===== src/rtl/mul_cpa_stage.sv =====
// mul_cpa_stage: two-stage split carry-propagate adder resolving the Wallace sum/carry pair into a 32-bit product word
module mul_cpa_stage #(
    parameter int XLEN = 32,
    parameter int TAGW = 5
) (
    input  logic              clk,
    input  logic              rst,
    input  logic              flush,
    input  logic              in_valid,
    output logic              in_ready,
    input  logic [2*XLEN:0]   in_sum,
    input  logic [2*XLEN:0]   in_carry,
    input  logic              in_hi,
    input  logic [TAGW-1:0]   in_tag,
    output logic              out_valid,
    input  logic              out_ready,
    output logic [XLEN-1:0]   out_result,
    output logic [TAGW-1:0]   out_tag,
    output logic              busy
);
    logic            s1_valid, s1_c32, s1_hi;
    logic [XLEN-1:0] s1_lo, s1_sum_hi, s1_carry_hi;
    logic [TAGW-1:0] s1_tag;
    logic            s2_valid;
    logic [XLEN-1:0] s2_result;
    logic [TAGW-1:0] s2_tag;
    logic            s2_free, s1_adv, in_fire;
    logic [XLEN:0]   lo_sum;
    logic [XLEN-1:0] hi_word;

    // handshake steering and the two per-stage adders
    always_comb begin
        s2_free  = !s2_valid || out_ready;
        s1_adv   = s1_valid && s2_free;
        in_ready = !s1_valid || s1_adv;
        in_fire  = in_valid && in_ready;
        lo_sum   = {1'b0, in_sum[XLEN-1:0]} + {1'b0, in_carry[XLEN-1:0]};
        hi_word  = s1_sum_hi + s1_carry_hi + {{(XLEN-1){1'b0}}, s1_c32};
    end

    // valid bits; reset and flush kill every in-flight entry
    always_ff @(posedge clk) begin
        if (rst || flush) begin
            s1_valid <= 1'b0;
            s2_valid <= 1'b0;
        end else begin
            s1_valid <= in_fire || (s1_valid && !s1_adv);
            s2_valid <= s1_adv || (s2_valid && !out_ready);
        end
    end

    // stage 1 data: low word resolved, high halves carried forward untouched
    always_ff @(posedge clk) begin
        if (rst) begin
            s1_lo       <= '0;
            s1_c32      <= 1'b0;
            s1_sum_hi   <= '0;
            s1_carry_hi <= '0;
            s1_hi       <= 1'b0;
            s1_tag      <= '0;
        end else if (in_fire) begin
            s1_lo       <= lo_sum[XLEN-1:0];
            s1_c32      <= lo_sum[XLEN];
            s1_sum_hi   <= in_sum[2*XLEN-1:XLEN];
            s1_carry_hi <= in_carry[2*XLEN-1:XLEN];
            s1_hi       <= in_hi;
            s1_tag      <= in_tag;
        end
    end

    // stage 2 data: high word resolved and the requested word selected
    always_ff @(posedge clk) begin
        if (rst) begin
            s2_result <= '0;
            s2_tag    <= '0;
        end else if (s1_adv) begin
            s2_result <= s1_hi ? hi_word : s1_lo;
            s2_tag    <= s1_tag;
        end
    end

    assign out_valid  = s2_valid;
    assign out_result = s2_result;
    assign out_tag    = s2_tag;
    assign busy       = s1_valid || s2_valid;
endmodule


===== config.mk =====
export PLATFORM = sky130hd
export DESIGN_NAME = mul_cpa_stage
export DESIGN_NICKNAME = d
export VERILOG_FILES = /design/src/rtl/mul_cpa_stage.sv
export SDC_FILE = /design/constraint.sdc
export NUM_CORES = 1
export LEC_CHECK = 0
export BUFFER_PORTS_ARGS = -buffer_cell sky130_fd_sc_hd__buf_2
export CAP_MARGIN = 20
export CELL_PAD_IN_SITES_DETAIL_PLACEMENT = 0
export CELL_PAD_IN_SITES_GLOBAL_PLACEMENT = 1
export CORE_UTILIZATION = 30
export CTS_CLUSTER_SIZE = 12
export DETAILED_ROUTE_END_ITERATION = 12
export GPL_TIMING_DRIVEN = 0
export PLACE_DENSITY = 0.6
export SYNTH_ARGS = -nofsm -noshare
export SYNTH_HDL_FRONTEND = slang
export SYNTH_SLANG_ARGS = --single-unit

===== constraint.sdc =====
create_clock -name clk -period 3.8 [get_ports clk]
set_input_delay 0.38 -clock clk [delete_from_list [all_inputs] [get_ports clk]]
set_output_delay 0.38 -clock clk [all_outputs]
set_load 0.05 [all_outputs]

==> flow_metrics.py <==
metrics = {
    "place": {
        "io_buffers": 178,
        "dp.cells": 1611,
        "gp_congestion": 0.822,
        "dp_hpwl_mm": 21.3,
    },
    "die": {
        "die_w_um": 169,
        "die-area_mm2": 0.0285,
        "core_area_mm2": 0.0272,
        "start_util_pct": 30.8,
        "io_pins": 181,
        "num_rows": 60,
        "die_height_um": 169,
    },
    "clock_tree": {
        "clock_latency_ns": 0.43,
        "cts-root-buf": "clkbuf_16",
        "cts_tree": "built",
        "clk_path_buf_depth": 2,
        "numCtsBuffers": 17,
        "h-tree-depth": 4,
        "cts_sinks": 142,
        "cts_hold_buf": 0,
        "path_clk_slew_ns": 0.07,
    },
    "synth": {
        "synth_edf_count": 0,
        "yosysWarningCount": 0,
        "yosys.cell_types.count": 63,
        "async_flop_share_pct": 0,
        "syn_inst": 1061,
        "seq_area_frac_synth_pct": 34.0,
        "syn_nets": 1267,
        "avgSynthCellArea_um2": 7.88,
        "synth_ff_type": "dfxtp_1",
        "synth_area_mm2": 0.00836,
        "ys_ff_latch": 142,
    },
    "min_path": {
        "hold-path-cell-count": 2,
        "hold_start": "flush",
        "hp-class": "input port to flip-flop",
        "hold-path-endpoint": "out_valid",
    },
    "critical_path": {
        "crit_chain": "fa_1 > fa_1 > a21oi_1 > nor3_1 > nor3_2 > a31oi_4 > a22o_4 > o41ai_4 > o41ai_1 > xnor2_1 > a221oi_1",
        "cp_max_fo": 5,
        "crit_buf_inv": 0,
        "critPathMaxStageDelay_ns": 0.50,
        "required_ns": 4.13,
        "crit_top_cell": "fa_1",
        "cp_num_cells": 11,
        "crit_family": "compound AO/OA/AOI/OAI gates",
        "cp-start-kind": "flip-flop",
        "cp-end-kind": "flip-flop",
        "startpoint": "s1_c32",
        "r2r_slack_ns": 0.36,
        "reg2reg_from": "s1_c32",
        "crit-reg2reg-capture": "out_result[28]",
        "reg2reg_depth": 11,
        "crit_path_top_delay_cell": "fa_1",
        "critPathArrivalTime_ns": 3.77,
        "criticalPathCategory": "flip-flop to flip-flop",
    },
    "route": {
        "viasPerCell": 4.90,
        "drc_errors": 0,
        "wl_mm": 26.6,
        "via_count": 8049,
        "drt_iter0_drc": 429,
        "wl_per_cell_um": 16.2,
        "ant_nets": 0,
        "dr.pass1.iters": 5,
    },
    "grt": {
        "grt_pass1_wl_mm": 42.2,
        "first_global_vias": 7984,
        "gr-usage-all-layers_pct": 19.1,
        "grt_overflow": 0,
        "antenna_found_initial": 0,
        "grt_max_degree": 17,
    },
    "final_layout": {
        "layoutNonFillerInstCount": 1643,
        "seq_area_mm2": 0.00284,
        "antenna_cells": 0,
        "syn_to_final_growth_pct": 23.9,
        "multi_input_area_mm2": 0.00522,
        "layout-drive-gt1-share_pct": 18.0,
        "nNetsFinal": 1464,
        "n_fill_cell": 3001,
    },
    "sta": {
        "setup_tns_ns": 0,
        "setup_viol": 0,
        "max_slew.worst_pin.slew_ns": 0.880,
        "fmax_mhz": 291,
        "period_needed_ns": 3.44,
        "rsz0062_at_grt": "no",
        "drv_slew": 0,
        "fin_skew_ns": 0.00837,
        "finalHoldViolations": 0,
        "post-route-period-util_pct": 90.5,
        "slew_headroom_pct": 41.3,
    },
    "outcome": {
        "status": "completed",
    },
    "run": {
        "maxCapViolCount": 0,
    },
    "power_and_ir_drop": {
        "p_per_area_mw_per_mm2": 418,
        "vdd_ir_drop_max_uv": 291,
        "leakage_nw": 4.51,
    },
}
## sequential cells by signal, summed over array words and instances, names as in the netlist, 5 cells and up
signal and flops:
out_result 32, out_tag 5, s1_carry_hi 32, s1_lo 32, s1_sum_hi 32, s1_tag 5
## layer usage
layer | up-vias | track usage, % | wire, um
li1 | 4156 | - | -
met1 | 3715 | 25.2 | 12500
met2 | 159 | 31.8 | 12400
met3 | 19 | 3.97 | 1420
met4 | 0 | 4.19 | 234
met5 | - | 0 | 0
## kinds of logic after synthesis
group,share of synthesized area [%]
AO/OA/AOI/OAI,26.0
AND/OR/NAND/NOR,19.1
multiplexers,2.04
flip-flops,34.0
adder cells (fa/ha/maj),10.0
XOR/XNOR,5.13
buffers and inverters,3.73
## layout make-up
cell class | instances | share of cell area [%]
Clock inverter | 15 | 2.01
Timing Repair Buffer | 178 | 8.60
Tap cell | 372 | 4.49
Sequential cell | 142 | 27.4
Buffer | 65 | 2.36
Multi-Input combinational cell | 836 | 50.3
Clock buffer | 17 | 4.11
Inverter | 18 | 0.652
## worst reg2reg max path: stages, from the launching register on
cell,delay [ns]
dfxtp_1,0.41
fa_1,0.51
fa_1,0.42
a21oi_1,0.25
nor3_1,0.11
nor3_2,0.23
a31oi_4,0.15
a22o_4,0.32
o41ai_4,0.40
o41ai_1,0.15
xnor2_1,0.15
a221oi_1,0.24
## through the flow
step / hold WS (ns) / worst slack, ns / area (um2) / util, % / total power [mW]
floorplan: 0.428 / 0.722 / 8360 / - / 2.26
global placement: 0.440 / 0.135 / 9710 / 35.7 / 2.55
global route: 0.141 / 0.0405 / 10400 / 38.1 / 4.54
CTS: 0.124 / 0.0961 / 10300 / 38.1 / 4.37
finish: 0.134 / 0.360 / 10400 / 38.1 / 4.33
detailed placement: 0.445 / 0.149 / 9710 / 35.7 / 2.55
## power breakdown
group / switching [mW] / leakage (nW) / internal [mW] / total, mW
Clock: 0.712 / 0.303 / 1.11 / 1.82
Sequential: 0.0616 / 1.17 / 1.58 / 1.64
Combinational: 0.527 / 3.04 / 0.336 / 0.863
Total: 1.30 / 4.51 / 3.03 / 4.33
## synth_stat cells, types with 3 or more instances
| master | number | share of area [%] |
|---|---|---|
| a211o_1 | 7 | 0.73 |
| a211oi_1 | 35 | 3.1 |
| a21o_1 | 34 | 3.1 |
| a21oi_1 | 158 | 9.5 |
| a221oi_1 | 3 | 0.31 |
| a31oi_1 | 10 | 0.75 |
| and2_1 | 6 | 0.45 |
| and3_1 | 11 | 0.82 |
| clkbuf_1 | 63 | 2.8 |
| dfxtp_1 | 142 | 34 |
| fa_1 | 3 | 0.72 |
| ha_1 | 62 | 9.3 |
| inv_1 | 18 | 0.81 |
| mux2i_1 | 17 | 2.0 |
| nand2_1 | 226 | 10 |
| nand3_1 | 5 | 0.30 |
| nand4_1 | 15 | 1.1 |
| nor2_1 | 58 | 2.6 |
| nor2b_1 | 4 | 0.30 |
| nor3_1 | 19 | 1.1 |
| nor3b_1 | 6 | 0.54 |
| nor4_1 | 3 | 0.22 |
| nor4b_1 | 3 | 0.31 |
| o211ai_1 | 3 | 0.27 |
| o21a_1 | 6 | 0.54 |
| o21ai_0 | 32 | 1.9 |
| o21ai_1 | 3 | 0.18 |
| o21bai_1 | 13 | 1.2 |
| o22ai_1 | 4 | 0.30 |
| or3_1 | 3 | 0.22 |
| xnor2_1 | 42 | 4.4 |
| xor2_1 | 7 | 0.73 |
## layout by cell type, fill, tap and decap left out, types with 4 or more instances in the layout
cell type | netlist | final
nor2b_1 | 4 | 4
o22ai_1 | 4 | 4
a211oi_1 | 35 | 35
a21oi_1 | 158 | 158
ha_1 | 62 | 62
inv_6 | 0 | 4
o21ai_0 | 32 | 32
mux2i_1 | 17 | 17
clkbuf_1 | 63 | 63
a211o_1 | 7 | 7
nor3b_1 | 6 | 6
xnor2_1 | 42 | 42
bufinv_16 | 0 | 4
clkbuf_16 | 0 | 17
inv_1 | 18 | 18
and2_1 | 6 | 6
dfxtp_1 | 142 | 142
nor2_1 | 58 | 58
nor3_1 | 19 | 19
nand2_1 | 226 | 226
nand3_1 | 5 | 5
a31oi_1 | 10 | 10
o21bai_1 | 13 | 13
buf_2 | 0 | 178
a21o_1 | 34 | 34
xor2_1 | 7 | 7
nand4_1 | 15 | 15
o21a_1 | 6 | 6
and3_1 | 11 | 11
## repair_timing
| item | in CTS | in global routing |
|---|---|---|
| gates resized for setup | 0 | 1 |
| setup buffers | 0 | 0 |
| endpoints found under the setup margin | 0 | 3 |
## worst max-delay path by stage
stage | end | slack (ns)
detailed placement | out_result[28] | 0.15
global placement | out_result[28] | 0.13
floorplan | out_result[24] | 0.72
finish | out_result[28] | 0.36
global route | out_result[28] | 0.04
CTS | out_result[28] | 0.1
Power figures use the tool's default switching activity.
